$ cat src/rtl/shift_serdes_if.sv
// Load/shift handshake and serial/parallel data bundle for shift_serdes.
// Master is the controller side; slave is the shift engine.
interface shift_serdes_if #(
  parameter int DATA_WIDTH = 8,
  parameter int CNT_WIDTH  = $clog2(DATA_WIDTH + 1)
);
  logic                  load_valid;
  logic                  load_ready;
  logic [DATA_WIDTH-1:0] data_in;
  logic                  shift_en;
  logic                  serial_in;
  logic                  serial_out;
  logic                  busy;
  logic                  done;
  logic [DATA_WIDTH-1:0] data_out;
  logic [CNT_WIDTH-1:0]  bit_count;
  logic                  parity_err;

  modport master (
    output load_valid, data_in, shift_en, serial_in,
    input  load_ready, serial_out, busy, done, data_out, bit_count, parity_err
  );

  modport slave (
    input  load_valid, data_in, shift_en, serial_in,
    output load_ready, serial_out, busy, done, data_out, bit_count, parity_err
  );
endinterface

$ cat src/rtl/shift_serdes.sv
// Parallel-load shift engine: transmits a word on serial_out while capturing serial_in.
// Optional even-parity bit enabled by defining SHIFT_PARITY_EN.
module shift_serdes #(
  parameter int DATA_WIDTH = 8,
  parameter bit MSB_FIRST  = 1'b1,
  parameter int CNT_WIDTH  = $clog2(DATA_WIDTH + 1)
) (
  input  logic            clk,
  input  logic            reset,
  shift_serdes_if.slave   bus
);

`ifdef SHIFT_PARITY_EN
  typedef enum logic [1:0] {IDLE, SHIFT, PARITY, DONE} state_t;
`else
  typedef enum logic [1:0] {IDLE, SHIFT, DONE} state_t;
`endif

  localparam logic [CNT_WIDTH-1:0] LAST_CNT = CNT_WIDTH'(DATA_WIDTH - 1);

  state_t                state_q, state_d;
  logic [DATA_WIDTH-1:0] shreg_q, shreg_d;
  logic [CNT_WIDTH-1:0]  bit_count_q, bit_count_d;
  logic [DATA_WIDTH-1:0] data_out_q, data_out_d;
  logic [DATA_WIDTH-1:0] shifted;
  logic                  emit_bit;

  // Concatenate-then-truncate keeps the shift legal for DATA_WIDTH == 1.
  if (MSB_FIRST) begin : g_msb
    assign shifted  = DATA_WIDTH'({shreg_q, bus.serial_in});
    assign emit_bit = shreg_q[DATA_WIDTH-1];
  end else begin : g_lsb
    assign shifted  = DATA_WIDTH'({bus.serial_in, shreg_q} >> 1);
    assign emit_bit = shreg_q[0];
  end

`ifdef SHIFT_PARITY_EN
  logic par_q, par_d;
  logic parity_err_q, parity_err_d;
`endif

  always_comb begin
    // NOTE: every output of this block gets a default first so no path infers a latch.
    state_d     = state_q;
    shreg_d     = shreg_q;
    bit_count_d = bit_count_q;
    data_out_d  = data_out_q;
`ifdef SHIFT_PARITY_EN
    par_d        = par_q;
    parity_err_d = parity_err_q;
`endif
    case (state_q)
      IDLE: begin
        if (bus.load_valid) begin
          shreg_d     = bus.data_in;
          bit_count_d = '0;
          state_d     = SHIFT;
`ifdef SHIFT_PARITY_EN
          par_d        = ^bus.data_in;
          parity_err_d = 1'b0;
`endif
        end
      end
      SHIFT: begin
        if (bus.shift_en) begin
          shreg_d     = shifted;
          bit_count_d = bit_count_q + CNT_WIDTH'(1);
          if (bit_count_q == LAST_CNT) begin
`ifdef SHIFT_PARITY_EN
            state_d = PARITY;
`else
            state_d    = DONE;
            data_out_d = shifted;
`endif
          end
        end
      end
`ifdef SHIFT_PARITY_EN
      // The received word stays parked in shreg_q while the parity bit goes out.
      PARITY: begin
        if (bus.shift_en) begin
          parity_err_d = bus.serial_in != (^shreg_q);
          data_out_d   = shreg_q;
          state_d      = DONE;
        end
      end
`endif
      DONE:    state_d = IDLE;
      default: state_d = IDLE;
    endcase
  end

  // All state moves on the falling edge; reset is sampled there too.
  always_ff @(negedge clk) begin
    // NOTE: sequential state uses non-blocking assignments so every flop sees pre-edge values.
    if (!reset) begin
      state_q     <= IDLE;
      shreg_q     <= '0;
      bit_count_q <= '0;
      data_out_q  <= '0;
`ifdef SHIFT_PARITY_EN
      par_q        <= 1'b0;
      parity_err_q <= 1'b0;
`endif
    end else begin
      state_q     <= state_d;
      shreg_q     <= shreg_d;
      bit_count_q <= bit_count_d;
      data_out_q  <= data_out_d;
`ifdef SHIFT_PARITY_EN
      par_q        <= par_d;
      parity_err_q <= parity_err_d;
`endif
    end
  end

  assign bus.load_ready = (state_q == IDLE);
  assign bus.done       = (state_q == DONE);
  assign bus.data_out   = data_out_q;
  assign bus.bit_count  = bit_count_q;

`ifdef SHIFT_PARITY_EN
  assign bus.busy       = (state_q == SHIFT) || (state_q == PARITY);
  assign bus.serial_out = (state_q == PARITY) ? par_q : emit_bit;
  assign bus.parity_err = parity_err_q;
`else
  assign bus.busy       = (state_q == SHIFT);
  assign bus.serial_out = emit_bit;
  assign bus.parity_err = 1'b0;
`endif

endmodule

$ cat src/flat_wrapper.sv
// flat-port wrapper written by rule: the top's interface ports become plain ports
module shift_serdes_flat 
#(
  parameter int DATA_WIDTH = 8,
  parameter bit MSB_FIRST  = 1'b1,
  parameter int CNT_WIDTH  = $clog2(DATA_WIDTH + 1)
)
  (clk, reset, bus_load_valid, bus_data_in, bus_shift_en, bus_serial_in, bus_load_ready, bus_serial_out, bus_busy, bus_done, bus_data_out, bus_bit_count, bus_parity_err);
  shift_serdes_if #(.DATA_WIDTH(DATA_WIDTH), .CNT_WIDTH(CNT_WIDTH)) bus_i ();
  input  logic clk;
  input  logic reset;
  input wire logic [$bits(bus_i.load_valid)-1:0] bus_load_valid;
  input wire logic [$bits(bus_i.data_in)-1:0] bus_data_in;
  input wire logic [$bits(bus_i.shift_en)-1:0] bus_shift_en;
  input wire logic [$bits(bus_i.serial_in)-1:0] bus_serial_in;
  output wire logic [$bits(bus_i.load_ready)-1:0] bus_load_ready;
  output wire logic [$bits(bus_i.serial_out)-1:0] bus_serial_out;
  output wire logic [$bits(bus_i.busy)-1:0] bus_busy;
  output wire logic [$bits(bus_i.done)-1:0] bus_done;
  output wire logic [$bits(bus_i.data_out)-1:0] bus_data_out;
  output wire logic [$bits(bus_i.bit_count)-1:0] bus_bit_count;
  output wire logic [$bits(bus_i.parity_err)-1:0] bus_parity_err;
  assign bus_i.load_valid = bus_load_valid;
  assign bus_i.data_in = bus_data_in;
  assign bus_i.shift_en = bus_shift_en;
  assign bus_i.serial_in = bus_serial_in;
  assign bus_load_ready = bus_i.load_ready;
  assign bus_serial_out = bus_i.serial_out;
  assign bus_busy = bus_i.busy;
  assign bus_done = bus_i.done;
  assign bus_data_out = bus_i.data_out;
  assign bus_bit_count = bus_i.bit_count;
  assign bus_parity_err = bus_i.parity_err;
  shift_serdes #(.DATA_WIDTH(DATA_WIDTH), .MSB_FIRST(MSB_FIRST), .CNT_WIDTH(CNT_WIDTH)) u_core (.clk(clk), .reset(reset), .bus(bus_i));
endmodule
$ cat config.mk
export PLATFORM = sky130hd
export DESIGN_NAME = shift_serdes_flat
export DESIGN_NICKNAME = d
export VERILOG_FILES = /design/src/rtl/shift_serdes_if.sv /design/src/rtl/shift_serdes.sv /design/src/flat_wrapper.sv
export SDC_FILE = /design/constraint.sdc
export NUM_CORES = 1
export LEC_CHECK = 0
export ABC_AREA = 1
export BUFFER_PORTS_ARGS = -buffer_cell sky130_fd_sc_hd__buf_2
export CAP_MARGIN = 40
export CORE_MARGIN = 5
export CORE_UTILIZATION = 30
export DETAILED_ROUTE_END_ITERATION = 16
export GPL_TIMING_DRIVEN = 0
export SYNTH_ARGS = -nofsm -noshare
export SYNTH_HDL_FRONTEND = slang
export SYNTH_SLANG_ARGS = --single-unit
$ cat constraint.sdc
create_clock -name clk -period 2.17 [get_ports clk]
set_clock_uncertainty 0.1 [all_clocks]
set_input_delay 0.434 -clock clk [delete_from_list [all_inputs] [get_ports clk]]
set_output_delay 0.434 -clock clk [all_outputs]
set_load 0.05 [all_outputs]
# Yosys cells after proc, flatten, opt, wreduce, memory -nomap -nowiden
# Index checks and enable logic that the tools add are counted.
[totals]
register_bits = 22
inputBits = 13
output_inout_bits = 17
wordCells = 26
[classes]
addsub = 1
eq_ne = 6
n_mux = 10
reduce_logical = 5
[op_table]
columns = ["op", "n"]
rows = [
  ["$mux W8", 2],
  ["$pmux W8 S2", 1],
  ["$reduce_and A3 Y1", 3],
  ["$mux W4", 2],
  ["$pmux W4 S2", 1],
  ["$mux W2", 3],
  ["$add A4 B1 Y4 const B", 1],
  ["$eq A4 B3 Y1 const B", 1],
  ["$ne A2 B2 Y1 const B", 2],
  ["$pmux W2 S2", 1],
  ["$eq A2 B1 Y1 const B", 1],
  ["$eq A2 B2 Y1 const B", 1],
  ["$logic_not A2 Y1", 1],
  ["$ne A2 B1 Y1 const B", 1],
  ["$reduce_bool A2 Y1", 1],
]

# Longest topological paths before layout
[depth]
ltp_word = 4
mapped_depth = 8
mapped_depth_nobuf = 7

==> metrics.txt <==
Synth Net Count=175; DRC violation count after routing=0; Synth Flop Type=dfxtp_1; Yosys cell types=18; CP endpoint=bus_busy; fillers=around 340; synth cell count leaders=nand2_1, dfxtp_1, nand3_1; via count=about 1.2k; dpl hpwl=between 1.5 and 2 mm; top post-synthesis cells by area=dfxtp_1, nand2_1, nand3_1, inv_1, nor2_1; Final WS setup=-0.5722 ns; sequential cell area fraction in the yosys report=between 40% and 50%; WL per Instance=slightly above 10 um; status=complete, but fails checks; Final Setup Violations=16; Area growth syn-to-layout=56.66%; leakage power figure=about 0.9 nW; Flop pwr share=43.8%; largest area contributor in the netlist=dfxtp_1; vias in the first global route=1,196; internal power=0.6301 mW; pre-CTS WS=-0.3493 ns; Synth warnings=0; TritonCTS clock tree=built; Initial Util=between 30% and 40%; total clock sinks=22; PortBufs=27; Reg2Reg Launch Point=u_core.bus.bit_count[0]; Hold-fix buffers, CTS=0; Cell Area, Synth=1071 um^2; Sw Ratio=37.48%; row count=21; DRT iter0 DRCs=47; clk slew on worst S/H paths=0.04 ns; Crit. End Element=output port; r2r setup slk=0.67 ns; layout cells sized above 1=33.48%; crit path kind=flop to output port; first-pass GRT wire length=4.788 mm; # diodes=0; Psw=0.3777 mW; most frequent cell after synthesis=nand2_1; Die Span Y=69.75 um; fin. max-slew vios=0; Yosys reg bits=22; syn_area_per_cell=approximately 6.7 um^2; clk buf depth=2; PwrDens=600.7 nW/um^2; CP startpoint kind=flop; total track usage=11.79%; Peak VDD IR=512.1 uV; final hold vios=0; drt total wl=around 2.7 mm; logic depth of the worst register-to-register path=7; Critical Path RT=1.64 ns; drt first pass iters=4; Die Area=4865 um^2; worst min path class=flop to flop; Synth Instances=161; nets=~240; initial antenna violation count=0; Via density=4.386; gr ovfl total=0; pin count of the biggest net entering global routing=14; Max FO, Critical Path=3; worst-skew pair later-pin latency=between 0.3 and 0.4 ns; FF-to-FF End=u_core.bus.data_out[1]; GPL Wtd Cong=0.7696; final core occ=49.50%; core box area=~3400 um^2; number of enable flip-flop cells after synthesis=0; root buf cell=clkbuf_4; I/O Pins=30; Critical Path AT=2.21 ns; Gate power share=20.1%; post-synth top area share=~41%; failing checks=setup timing; crit path launch=u_core.state_q[1]; RSZ-0062 raised after global routing=true; Clock Power Share=between 30% and 40%; Max-Cap Viols=0; ys async rst share=0%; Die W=69.75 um; H-Tree Depth=1; DRT antenna net count=0; cts bufs inserted=3
repair_timing:
action	in CTS	in global routing
pin swaps	2	0
buffers inserted	8	0
resized for setup	48	2
hold endpoints to repair	0	0
setup endpoints to repair	16	16
how the worst min path moves through the flow:
stage | end | cells after the start | startpoint | slack (ns)
6_report | u_core.bus.data_out[6] | 2 | u_core.bus.data_out[6] | 0.38
5_1_grt | u_core.bus.data_out[5] | 2 | u_core.shreg_q[4] | 0.40
4_1_cts | u_core.bus.data_out[5] | 2 | u_core.shreg_q[4] | 0.37
3_5_place_dp | u_core.bus.data_out[1] | 2 | u_core.bus.data_out[1] | 0.35
3_3_place_gp | u_core.bus.data_out[1] | 2 | u_core.bus.data_out[1] | 0.35
2_1_floorplan | u_core.bus.data_out[1] | 2 | u_core.shreg_q[0] | 0.34
flip-flops by register name, summed over array words and instances (netlist names):
signal / count
u_core.state_q: 2
u_core.bus.bit_count: 4
u_core.bus.data_out: 8
u_core.shreg_q: 8
power groups by stage:
stage | clock network (mW) | logic (mW) | registers, mW
final | 0.364 | 0.203 | 0.441
after global routing | 0.452 | 0.226 | 0.442
after CTS | 0.387 | 0.203 | 0.442
after detailed placement | 0.0648 | 0.175 | 0.451
after global placement | 0.0648 | 0.174 | 0.451
after floorplan | 0.0648 | 0.121 | 0.463
cell families (layout without fill, tap and decap cells):
group / count (synthesis) / after routing / share of synthesized area [%]
and+or+nand+nor: 100 / 100 / 40.54
DFF: 22 / 22 / 41.12
AOI/OAI and AO/OA: 11 / 11 / 5.140
adders and majority gates: 1 / 1 / 1.168
buffers and inverters: 26 / 86 / 11.68
other: 1 / 1 / 0.3501
layout make-up:
type	instances	area [um^2]	share of cell area, %
multi-input combinational	113	541.8	32.29
sequential	22	471.7	28.11
timing repair buffer	35	351.6	20.95
clock inverter	23	88.84	5.295
inverter	19	82.58	4.922
buffer	6	61.31	3.654
tap	46	57.56	3.430
clock buffer	3	22.52	1.342
worst max-delay path, cell delays in order (launching register included):
cell	delay, ns
dfxtp_4	0.37
inv_6	0.05
nand2_8	0.06
clkinvlp_4	0.11
buf_8	0.16
through the flow:
step	setup TNS, ns	instance area [um^2]	power, mW	cells	hold WS [ns]
3_5_place_dp	-5.649	1346	0.6909	234	0.3522
5_1_grt	-6.617	1678	1.121	267	0.4031
6_report	-5.606	1678	1.008	267	0.3759
3_3_place_gp	-5.612	1346	0.6905	234	0.3528
2_1_floorplan	-0.9755	1154	0.6487	161	0.3397
4_1_cts	-5.923	1670	1.031	267	0.3726
per-layer routing:
metal  track usage [%]  up-vias  wire, um
li1                  -      617         -
met1             12.80      518      1219
met2             18.96       36      1275
met3             6.812        0       202
met4             4.468        0         0
met5                 0        -         0
layout by cell type (no fill, tap or decap), types with 2 or more instances in the layout:
master	n
nand2_1	50
inv_1	37
nand3_1	20
nor2_1	19
buf_8	16
buf_2	12
dfxtp_2	10
buf_4	9
o21ai_0	8
dfxtp_1	7
dfxtp_4	5
nor2_4	4
buf_6	4
nand2_2	3
clkbuf_4	3
inv_4	2
a21oi_1	2
No activity file was read; power rests on OpenSTA's default activity.
